$ cat src/rtl/bin_ctr_seq.sv
// Command sequencer for a universal binary counter: expands clear/load/count
// commands into cycle-exact syn_clr/load/en/up/d control waveforms.
module bin_ctr_seq #(
  parameter int unsigned N = 8
) (
  input  logic         clk,
  input  logic         reset,
  input  logic         cmd_valid,
  input  logic [1:0]   cmd_op,
  input  logic [N-1:0] cmd_arg,
  output logic         cmd_ready,
  input  logic         abort,
  output logic         syn_clr,
  output logic         load,
  output logic         en,
  output logic         up,
  output logic [N-1:0] d,
  output logic         busy,
  output logic         done
);

  typedef enum logic [1:0] {StIdle, StClr, StLoad, StCount} state_e;

  localparam logic [N-1:0] CntOne = N'(1);

  state_e         state_q, state_d;
  logic [N-1:0]   rem_q, rem_d;
  logic [N-1:0]   d_q, d_d;
  logic           up_q, up_d;
  logic           done_q, done_d;

  always_ff @(posedge clk) begin
    if (reset) begin
      state_q <= StIdle;
      rem_q   <= '0;
      d_q     <= '0;
      up_q    <= 1'b0;
      done_q  <= 1'b0;
    end else begin
      state_q <= state_d;
      rem_q   <= rem_d;
      d_q     <= d_d;
      up_q    <= up_d;
      done_q  <= done_d;
    end
  end

  always_comb begin
    state_d = state_q;
    rem_d   = rem_q;
    d_d     = d_q;
    up_d    = up_q;
    done_d  = 1'b0;
    case (state_q)
      StIdle: begin
        if (cmd_valid) begin
          case (cmd_op)
            2'b00: state_d = StClr;
            2'b01: begin
              state_d = StLoad;
              d_d     = cmd_arg;
            end
            default: begin
              // A zero-length count completes immediately without leaving idle.
              if (cmd_arg == '0) begin
                done_d = 1'b1;
              end else begin
                state_d = StCount;
                rem_d   = cmd_arg;
                up_d    = ~cmd_op[0];
              end
            end
          endcase
        end
      end
      StClr, StLoad: begin
        state_d = StIdle;
        done_d  = 1'b1;
      end
      StCount: begin
        if (rem_q == CntOne) begin
          state_d = StIdle;
          rem_d   = '0;
          up_d    = 1'b0;
          done_d  = 1'b1;
        end else begin
          rem_d = rem_q - CntOne;
        end
      end
      default: state_d = StIdle;
    endcase
    // Abort overrides normal completion and suppresses done; d is kept.
    if (abort && (state_q != StIdle)) begin
      state_d = StIdle;
      rem_d   = '0;
      up_d    = 1'b0;
      done_d  = 1'b0;
    end
  end

  always_comb begin
    cmd_ready = (state_q == StIdle);
    busy      = (state_q != StIdle);
    syn_clr   = (state_q == StClr);
    load      = (state_q == StLoad);
    en        = (state_q == StCount);
    up        = (state_q == StCount) && up_q;
    d         = d_q;
    done      = done_q;
  end

endmodule

$ cat config.mk
export PLATFORM = sky130hd
export DESIGN_NAME = bin_ctr_seq
export DESIGN_NICKNAME = d
export VERILOG_FILES = /design/src/rtl/bin_ctr_seq.sv
export SDC_FILE = /design/constraint.sdc
export NUM_CORES = 1
export LEC_CHECK = 0
export ABC_CLOCK_PERIOD_IN_PS = 1680
export BUFFER_PORTS_ARGS = -buffer_cell sky130_fd_sc_hd__buf_2
export CAP_MARGIN = 20
export CORE_MARGIN = 8
export CORE_UTILIZATION = 47
export CTS_CLUSTER_DIAMETER = 200
export DETAILED_ROUTE_END_ITERATION = 6
export PLACE_DENSITY = 0.74
export SYNTH_ARGS = -nofsm -noshare
export SYNTH_HDL_FRONTEND = slang
export SYNTH_SLANG_ARGS = --single-unit
$ cat constraint.sdc
create_clock -name clk -period 1.68 [get_ports clk]
set_clock_uncertainty 0.05 [all_clocks]
set_input_delay 0.168 -clock clk [delete_from_list [all_inputs] [get_ports clk]]
set_output_delay 0.168 -clock clk [all_outputs]
set_load 0.01 [all_outputs]
======== Word level (Yosys, flattened, before mapping) ========
Index checks and enable logic that the tools add are counted.
storage, ports and cells
  register bits ........................... 20
  word-level logic and storage cells ...... 51
cells by class
  $add $sub $neg .......................... 1
  equal/unequal tests ..................... 10
  mux-type cells .......................... 20
  bitwise operators ....................... 1
  reductions and logical operators ........ 14
operators by type and width
  kind                   count
  $mux W8                4
  $pmux W8 S2            1
  $eq A8 B1 Y1 const B   1
  $logic_not A8 Y1       1
  $mux W1                8
  $sub A8 B1 Y8 const B  1
  $mux W2                3
  $ne A2 B2 Y1 const B   3
  $pmux W2 S3            1
  $reduce_and A3 Y1      2
  $reduce_or A2 Y1       3
  $reduce_and A5 Y1      1
  $eq A2 B1 Y1 const B   2
  $eq A2 B2 Y1 const B   2
  $logic_not A2 Y1       2
  $ne A4 B2 Y1 const B   1
  $pmux W2 S2            1
  $reduce_and A4 Y1      1
  $reduce_bool A2 Y1     2
  $pmux W1 S3            1
  $logic_and A1 B1 Y1    2
  $ne A2 B1 Y1 const B   1
  $pmux W1 S2            1
  $not A1 Y1             1

======== Longest topological paths before layout ========
Gate-level depths: netlist (run 1).
  depth after elaboration ................. 5
  mapped depth ............................ 7

======== Worst setup path before layout (run 1) ========
Ideal clock, no wire load.
  path kind ............................... flip-flop to flip-flop
  from .................................... reg state_q[0]
  to ...................................... reg up_q
  setup time .............................. 117 ps
  arrival ................................. 1631 ps
  required time ........................... 1513 ps
  setup slack ............................. -118 ps
  stages on the path, launching flop included .. 7
  period minus slack after synthesis ...... 1798 ps
  path through ............................ dfxtp_1 inv_1 ha_1 nand3_1 a21boi_1 nor2_1 a32o_1
on the way
  cells in the longest elaborated chain, start to end .. 3
ends and longest elaborated chain
  element                                                              line  text
  start, declared                                                      26    state_e state_q, state_d;
  start signal, assigned                                               34    state_q <= StIdle;
  start signal, assigned                                               40    state_q <= state_d;
  $logic_not A2 Y1 *                                                   -
  named net cmd_ready                                                  11    output logic cmd_ready,
  $ne A2 B2 Y1 (no line) / $reduce_bool A2 Y1 (equally long branches)  -
  $reduce_and A5 Y1 (no line)                                          -
  end signal, assigned                                                 43    up_q <= up_d;
  end, declared                                                        29    logic up_q, up_d;
The timed path passes the listed nets; every way through them passes the cells marked *.
A chain may end at the register's enable or synchronous reset.

======== Worst setup path in the final report (run 1) ========
  from .................................... reg rem_q[1]
  to ...................................... reg rem_q[3]
on the way
  cells in the longest elaborated chain, start to end .. 3
ends and longest elaborated chain
  element                                               line    text
  start, declared                                       27      logic [N-1:0] rem_q, rem_d;
  start signal, assigned                                41      rem_q <= rem_d;
  $sub A8 B1 Y8 / $eq A8 B1 Y1 (equally long branches)  87, 81
  $mux W8 *                                             81      if (rem_q == CntOne) begin
  $pmux W8 S2 *                                         54      case (state_q)
Mark *: on every way between the ends. The rest lies on a longest branch, timed or not.

==> impl_metrics.ini, run 1 <==
[power]
combPwrFrac_pct = 48.7
switchingPower_uw = 702
clkPwrFrac_pct = 20.9
powerDensity_nw_per_um2 = 1120
irDropWorstVdd_v = 0.000718
sw_frac_of_total_pct = 36.2
p_leak_nw = 0.726
p_int_mw = 1.24
pwr-share-seq_pct = 30.4

[die]
std_cell_rows = 18
die_y_um = 67.1
io_pins = 29
die_w_um = 67.1
coreArea_um2 = 2480
initial_core_util_pct = 49.5
die-area_um2 = 4500

[global_routing]
grt_max_degree = 13
overflow = 0
grt_pass1_vias = 1336
grt_usage_pct = 17.7
antenna_found_initial = 0
grt_pass1_wl_um = 6250

[synthesis]
ys_ff_latch = 20
synthMuxAreaShare_pct = 1.63
synthFlopType = dfxtp_1
syn_avg_cell_area_um2 = 8.18
ys_async_sr_fraction_pct = 0
yosysMostFrequentCell = nand2_1
synth_nets = 170
synthSimpleGateAreaFrac_pct = 25.3
synth.largest_area_cell = dfxtp_1
synth_top_family_by_area = compound AO/OA/AOI/OAI gates
synth.area.top_cells = dfxtp_1 (33%), nand2_1 (7.6%), a21oi_1 (6.1%)
synth_edf_count = 0
synth_top_area_share_pct = 32.6
synth-xor-area-share_pct = 0
synth_compound_area_share_pct = 29.9
synth_common_cells = nand2_1 (25), dfxtp_1 (20), a21oi_1 (15)
synth_area_um2 = 1230
synth_adder_area_share_pct = 6.12
yosysSeqAreaShare_pct = 32.6
synth_cell_types = 41
netlist_instances = 150
ys_warn_count = 0

[detailed_routing]
dr_total_vias = 1363
antenna_left = 0
wl_per_cell_um = 16.3
drt_iter0_drc = 89
wirelength_um = 3780
via_per_inst = 5.88
remaining_drc_errors = 0
dr.pass1.iters = 6

[setup_path]
start_kind = register
setup.worst_path.end_class = register
regToRegStartpoint = rem_q[1]$_SDFFE_PP0P_
crit_type = register to register
cp_data_required_time_ns = 1.84
r2r_setup_slack_ns = -0.06
r2r_end = rem_q[3]$_SDFFE_PP0P_
path_max_fanout = 4
rr_worst_depth = 6
arrival_ns = 1.90

[final_layout]
syn2layout_area_growth_pct = 41.1
fin_area_um2 = 1730
drive_above_1_share_pct = 42.1
diodes = 0
layout.nets = 223
fill_cells = 199

[sta]
tightest_slew_ns = 0.477
setup-tns-final_ns = -0.257
rsz0062_at_grt = true
period_share_pct = 104
setup_violations = 7
layout_min_cycle_time_ns = 1.74
final_max_slew_viol_count = 0
max_freq_mhz = 575
hold_viol = 0
relSlewSlack_pct = 68.1
fin_ws_ns = -0.0591

[clock_network]
cts.clk_slew.worst_paths_ns = 0.13
root_buffer = clkbuf_4
clk_latency_ns = 0.32
cts_max_level = 1
cts_tree = built
cts_buffers = 3
clock-sinks = 20
clockBufferDepth = 2

[place]
pre_cts_slack_ns = -0.271
numPortBuffers = 28
post_dp_cell_area_um2 = 1580
dp_hpwl_um = 2930
gp_congestion = 0.894

[hold_path]
hold_start = cmd_arg[7]
min_delay_path_depth = 3
whs_endpoint = d[7]$_SDFFE_PP0P_
hold_path.class = input pin to register

[run]
maxCapViolations = 0

[run_status]
violations = setup timing
outcome = finished with violations
==> cells in the final DEF, fill, tap and decap left out, types with 2 or more instances in the layout <==
cell type  synthesis  routed
clkbuf_4           0       3
inv_1              6       4
o211ai_1           4       4
or3_1              2       2
a211oi_1           4       3
o2111ai_1          5       4
inv_2              2       3
o21ai_4            2       2
and2_1             2       2
buf_4              0      25
nor2_1             7       7
o21ai_1            2       2
mux2i_1            2       2
a2111oi_2          1       3
nor3_1             5       5
nand2_1           25      25
o22ai_1            2       2
buf_2              2      28
nor2b_1            6       5
ha_4               0       2
nand3_1            3       2
ha_1               6       4
a21oi_1           15      14
dfxtp_1           20      16
a31o_1             2       2
o31ai_1            2       2
dfxtp_2            0       4
==> power groups by stage <==
stage | Combinational, mW | Clock [mW] | Sequential [mW]
2_1_floorplan | 0.436 | 0 | 0.591
3_3_place_gp | 0.794 | 0 | 0.587
3_5_place_dp | 0.812 | 0 | 0.592
4_1_cts | 0.915 | 0.409 | 0.583
5_1_grt | 1.02 | 0.427 | 0.595
6_report | 0.944 | 0.405 | 0.589
==> routing by layer <==
metal	GRT usage, %	part of all wire (%)	vias up
met5	0	0	-
met4	9.14	2.9	0
met3	4.03	5.8	12
met2	27.6	47	42
met1	22.1	44	644
li1	-	-	665
==> sequential cells by signal, summed over array words and instances, names as in the netlist <==
register  flops
state_q       2
d             8
done          1
rem_q         8
up_q          1
==> cells by family (layout without fill, tap and decap cells) <==
| group | after synthesis | count (layout) |
|---|---|---|
| compound gates | 49 | 49 |
| fa+ha+maj | 6 | 6 |
| buf+inv | 14 | 66 |
| flops | 20 | 20 |
| mux | 2 | 2 |
| simple gates | 59 | 59 |
==> area by class of cell <==
cell class              count  area (µm²)  share of cell area [%]
flip-flops and latches     20         405                    23.4
clock buffers               3        22.5                    1.30
well taps                  30        37.5                    2.17
clock inverters             1        30.0                    1.73
inverters                   8        32.5                    1.88
multi-input cells         116         865                    49.9
repair buffers             54         339                    19.6
==> through the flow <==
step           hold slack, ns  power, mW  cells  utilization, %
6_report               0.0362       1.94    232            69.9
5_1_grt                0.0357       2.04    232            69.9
4_1_cts                0.0419       1.91    232            69.4
3_5_place_dp            0.386       1.40    226            63.8
3_3_place_gp            0.381       1.38    226            63.8
2_1_floorplan           0.254       1.03    150               -
==> what timing repair did <==
| action | in CTS | in global routing |
|---|---|---|
| pin swaps | 9 | 1 |
| setup buffers | 2 | 0 |
| hold buffers | 0 | 0 |
| setup endpoints to repair | 10 | 13 |
| resized for setup | 15 | 6 |
==> critical path: stages, from the launching register on <==
cell	delay (ns)
dfxtp_2	0.34
inv_2	0.07
ha_4	0.14
or4b_4	0.50
o211ai_1	0.24
a2111oi_2	0.11
a31o_1	0.20
==> worst max-delay path by stage <==
stage / start / cells after the start / slack [ns] / to
final: rem_q[1]$_SDFFE_PP0P_ / 6 / -0.06 / rem_q[3]$_SDFFE_PP0P_
after global routing: rem_q[1]$_SDFFE_PP0P_ / 6 / -0.14 / rem_q[3]$_SDFFE_PP0P_
after CTS: rem_q[1]$_SDFFE_PP0P_ / 6 / -0.06 / rem_q[3]$_SDFFE_PP0P_
after detailed placement: state_q[0]$_SDFFE_PP0P_ / 6 / -0.27 / rem_q[6]$_SDFFE_PP0P_
after global placement: rem_q[1]$_SDFFE_PP0P_ / 5 / -0.14 / rem_q[3]$_SDFFE_PP0P_
after floorplan: state_q[0]$_SDFFE_PP0P_ / 7 / 0.003 / rem_q[3]$_SDFFE_PP0P_
(Power assumes the default switching activity.)
==> inputs of run 2 (changes only) <==
- ABC_CLOCK_PERIOD_IN_PS: 1680 -> 1400
- clock period: 1.68 -> 1.4 ns (I/O delays scaled with it)
==> run 2 against run 1 <==
Effect of this change: the run still ends with setup timing left; wire length increased by 47%; non-clock buffer count increased by 25; combinational power increased by 83%; critical endpoint is now rem_q[5]$_SDFFE_PP0P_; largest power group unchanged.
==> impl_metrics.ini, run 2 (synthesized netlist as in run 1, its figures left out) <==
[final_layout]
utilization_pct = 86.5
drive_above_1_share_pct = 55.7
final_cell_mix = buf_4 (37), nand2_1 (25), buf_2 (22)
layout_commonest_cell = buf_4
fin_area_um2 = 2140
fill_cells = 133
diodes = 0
syn2layout_area_growth_pct = 74.6
final_cells = 258
layout.nets = 249

[power]
p_leak_nw = 0.884
pwr-share-seq_pct = 25.2
combPwrFrac_pct = 61.9
irDropWorstVdd_v = 0.00108
switchingPower_mw = 1.11
total_power_mw = 2.79
p_int_mw = 1.67
clkPwrFrac_pct = 12.9
powerDensity_nw_per_um2 = 1300
sw_frac_of_total_pct = 40.0

[detailed_routing]
antenna_left = 0
dr_total_vias = 1663
drt_iter0_drc = 144
wirelength_um = 5550
dr.pass1.iters = 5
via_per_inst = 6.45
remaining_drc_errors = 0
wl_per_cell_um = 21.5

[clock_network]
root_buffer = clkbuf_4
cts_tree = built
cts.clk_slew.worst_paths_ns = 0.13
clockBufferDepth = 2
clock-sinks = 20
cts_buffers = 3
cts_max_level = 1
clk_latency_ns = 0.31

[hold_path]
min_delay_path_depth = 3
hold_path.class = input pin to register

[setup_path]
worstPathCellList = inv_4 > ha_4 > or4b_4 > o21ai_4 > o211ai_1 > a31o_1
path_buf_inv = 1
cp_data_required_time_ns = 1.56
path_max_fanout = 4
crit_type = register to register
rr_worst_depth = 6
path_depth = 6
cp_top_family = compound AO/OA/AOI/OAI gates
start_kind = register
cpPeakStageDelay_ns = 0.50
setup.worst_path.end_class = register
arrival_ns = 1.99
crit_path_top_delay_cell = or4b_4

[global_routing]
grt_pass1_vias = 1475
antenna_found_initial = 0
grt_usage_pct = 19.4
overflow = 0
grt_pass1_wl_um = 6910
grt_max_degree = 12

[die]
die-area_um2 = 4500
die_y_um = 67.1
std_cell_rows = 18
initial_core_util_pct = 49.5
coreArea_um2 = 2480
die_w_um = 67.1
io_pins = 29

[sta]
period_share_pct = 130
layout_min_cycle_time_ns = 1.83
max_freq_mhz = 548
relSlewSlack_pct = 75.3
hold_viol = 0
tightest_slew_ns = 0.370
final_max_slew_viol_count = 0
setup-tns-final_ns = -3.98
rsz0062_at_grt = true
setup_violations = 17
fin_ws_ns = -0.426

[place]
numPortBuffers = 28
post_dp_cell_area_um2 = 1720
place_inst = 236
gp_congestion = 0.969
dp_hpwl_um = 3190

[run_status]
outcome = finished with violations
violations = setup timing

[run]
maxCapViolations = 0
[run 2: cell count changes in the layout (fill, tap and decap cells not counted), moves of 4 or more]
cell,previous run,this run
buf_4,25,37
ha_1,4,0
buf_2,28,22
buf_6,1,20
ha_4,2,6
[run 2: layout make-up]
cell class | instances | area (µm²) | share of cell area, %
tap | 30 | 37.5 | 1.75
multi-input combinational | 117 | 1000 | 46.7
sequential | 20 | 410 | 19.1
timing repair buffer | 79 | 613 | 28.6
clock buffer | 4 | 36.3 | 1.69
inverter | 8 | 45.0 | 2.10
[run 2: worst paths after layout]
check	from	endpoint	slack (ns)
setup / recovery	rem_q[1]$_SDFFE_PP0P_	rem_q[5]$_SDFFE_PP0P_	-0.43
hold / removal	cmd_arg[2]	d[2]$_SDFFE_PP0P_	0.03
setup reg to reg	rem_q[1]$_SDFFE_PP0P_	rem_q[5]$_SDFFE_PP0P_	-0.43
hold reg to reg	d[3]$_SDFFE_PP0P_	d[3]$_SDFFE_PP0P_	0.41
[run 2: worst min-delay path, stage by stage]
cell	delay, ns
buf_2	0.11
nand2_1	0.05
a21oi_1	0.05
[run 2: through the flow]
stage / hold slack, ns / setup WS (ns)
2_1_floorplan: 0.226 / -0.253
3_3_place_gp: 0.359 / -0.299
3_5_place_dp: 0.363 / -0.356
4_1_cts: 0.0302 / -0.326
5_1_grt: 0.0375 / -0.470
6_report: 0.0265 / -0.426
[run 2: timing repair]
item,CTS,global route
endpoints found under the setup margin,14,25
resized for setup,25,28
hold buffers,0,0
pin swaps,5,14
setup buffers,13,7
gates cloned,0,1
hold endpoints to repair,0,0
[run 2: layer usage]
metal	vias up	track usage (%)	part of all wire [%]
met5	-	0	0
met3	47	3.02	10
li1	713	-	-
met4	0	6.27	5.8
met1	767	22.5	35
met2	136	35.2	49
[run 2: power groups by stage]
stage	Sequential [mW]	Clock [mW]	Combinational (mW)
finish	0.703	0.359	1.73
global route	0.707	0.382	1.80
CTS	0.690	0.351	1.39
detailed placement	0.701	0	1.11
global placement	0.698	0	1.08
floorplan	0.727	0	0.604
==> inputs of run 3 (changes only) <==
- ABC_CLOCK_PERIOD_IN_PS: 1400 -> 2000
- CORE_UTILIZATION: 47 -> 52
- CTS_CLUSTER_SIZE: not set -> 30
- PLACE_DENSITY: 0.74 -> 0.78
- clock period: 1.4 -> 2 ns (I/O delays scaled with it)
==> run 3 against run 2 <==
Effect of this change: the run now ends clean; fmax fell by 3.8%; global-route usage fell by 2.2 points; critical path depth did not move; hold slack improved by 0.065 ns; sequential share of layout area rose by 7.6 points; critical path type unchanged; highest routed layer unchanged.
==> impl_metrics.ini, run 3 (synthesized netlist as in run 1, its figures left out) <==
[hold_path]
min_delay_path_depth = 3
hold_path.class = input pin to register

[clock_network]
cts_max_level = 1
root_buffer = clkbuf_4
cts_buffers = 3
cts_tree = built
cts.clk_slew.worst_paths_ns = 0.12
clock-sinks = 20
clk_latency_ns = 0.31
postCtsHoldBufs = 0
clockBufferDepth = 2

[detailed_routing]
remaining_drc_errors = 0
dr_total_vias = 1322
drt_iter0_drc = 36
wirelength_um = 3650
dr.pass1.iters = 4
via_per_inst = 6.18
antenna_left = 0
wl_per_cell_um = 17.1

[setup_path]
path_depth = 6
cpPeakStageDelay_ns = 0.50
rr_worst_depth = 6
r2r_setup_slack_ns = 0.10
path_max_fanout = 4
cp_top_family = simple AND/OR/NAND/NOR gates
cp_data_required_time_ns = 2.17
setup.worst_path.end_class = register
crit_type = register to register
crit_path_top_delay_cell = or4b_4
start_kind = register
path_buf_inv = 1
worstPathCellList = inv_1 > ha_2 > or4b_4 > o21ai_4 > nand3_1 > a32o_1
arrival_ns = 2.06

[run_status]
outcome = complete, no violations

[global_routing]
busiest_layer = met2
antenna_found_initial = 0
grt_pass1_vias = 1310
grt.met3_usage_pct = 3.95
overflow = 0
grt_pass1_wl_um = 5980
grt_usage_pct = 17.2
grt_use_met1_pct = 20.8
met2_usage_pct = 28.1
grt_max_degree = 13

[sta]
setup-tns-final_ns = 0
max_freq_mhz = 527
final_max_slew_viol_count = 0
layout_min_cycle_time_ns = 1.90
period_share_pct = 94.9
relSlewSlack_pct = 67.1
setup_violations = 0
hold_viol = 0
tightest_slew_ns = 0.494
rsz0062_at_grt = false
fin_ws_ns = 0.102

[final_layout]
fill_cells = 189
final_cells = 214
drive_above_1_share_pct = 30.1
layout.nets = 207
final_cell_mix = buf_2 (28), nand2_1 (25), dfxtp_1 (19)
utilization_pct = 67.3
layout_commonest_cell = buf_2
register_area_um2 = 402
syn2layout_area_growth_pct = 22.4
multi_input_area_um2 = 785
diodes = 0

[power]
irDropWorstVdd_v = 0.000553
powerDensity_nw_per_um2 = 879
p_leak_nw = 0.618

[die]
std_cell_rows = 17
coreArea_um2 = 2230
die_w_um = 64.6
die_y_um = 64.6
initial_core_util_pct = 55.0
die-area_um2 = 4170
io_pins = 29

[run]
maxCapViolations = 0

[place]
numPortBuffers = 28
pre_cts_slack_ns = -0.0296
place_inst = 209
dp_hpwl_um = 2780
gp_congestion = 0.874
-- run 3: cell count changes in the layout (fill, tap and decap cells not counted), moves of 4 or more --
cell / before / now
ha_1: 0 / 4
buf_2: 22 / 28
buf_4: 37 / 10
buf_6: 20 / 0
ha_4: 6 / 0
inv_1: 2 / 6
-- run 3: layout make-up --
type | instances | area share [%]
Multi-Input combinational cell | 116 | 52.2
Sequential cell | 20 | 26.7
Timing Repair Buffer | 38 | 14.3
Tap cell | 28 | 2.33
Clock buffer | 4 | 2.41
Inverter | 8 | 2.00
-- run 3: final timing paths --
kind | startpoint | end
setup / recovery | rem_q[1]$_SDFFE_PP0P_ | up_q$_SDFFE_PP0P_
hold / removal | cmd_arg[1] | d[1]$_SDFFE_PP0P_
setup reg to reg | rem_q[1]$_SDFFE_PP0P_ | up_q$_SDFFE_PP0P_
hold reg to reg | d[0]$_SDFFE_PP0P_ | d[0]$_SDFFE_PP0P_
-- run 3: metal layers --
layer  vias to the layer above  part of all wire, %
met5                         -                    0
met4                         0                  2.0
met3                        11                  5.2
met2                        53                   48
met1                       630                   45
li1                        628                    -
-- run 3: timing repair --
action / CTS / global route
resized for setup: 2 / 3
pin swaps: 0 / 1
buffers inserted: 0 / 1
endpoints found under the setup margin: 3 / 10
-- run 3: where the power goes --
group	total (mW)	switching, mW	internal, mW
Combinational	0.579	0.336	0.244
Clock	0.252	0.141	0.111
Sequential	0.490	0.0469	0.443
Total	1.32	0.523	0.798
-- run 3: metrics by stage --
stage / power [mW] / area, µm² / hold slack [ns]
2_1_floorplan: 0.849 / 1230 / 0.286
3_3_place_gp: 1.04 / 1450 / 0.388
3_5_place_dp: 1.06 / 1450 / 0.393
4_1_cts: 1.31 / 1490 / 0.0836
5_1_grt: 1.39 / 1500 / 0.107
6_report: 1.32 / 1500 / 0.0911
-- run 3: tightest hold or removal path, cell delays in order --
cell     delay [ns]
buf_2          0.11
nand2_1        0.05
a21oi_1        0.05
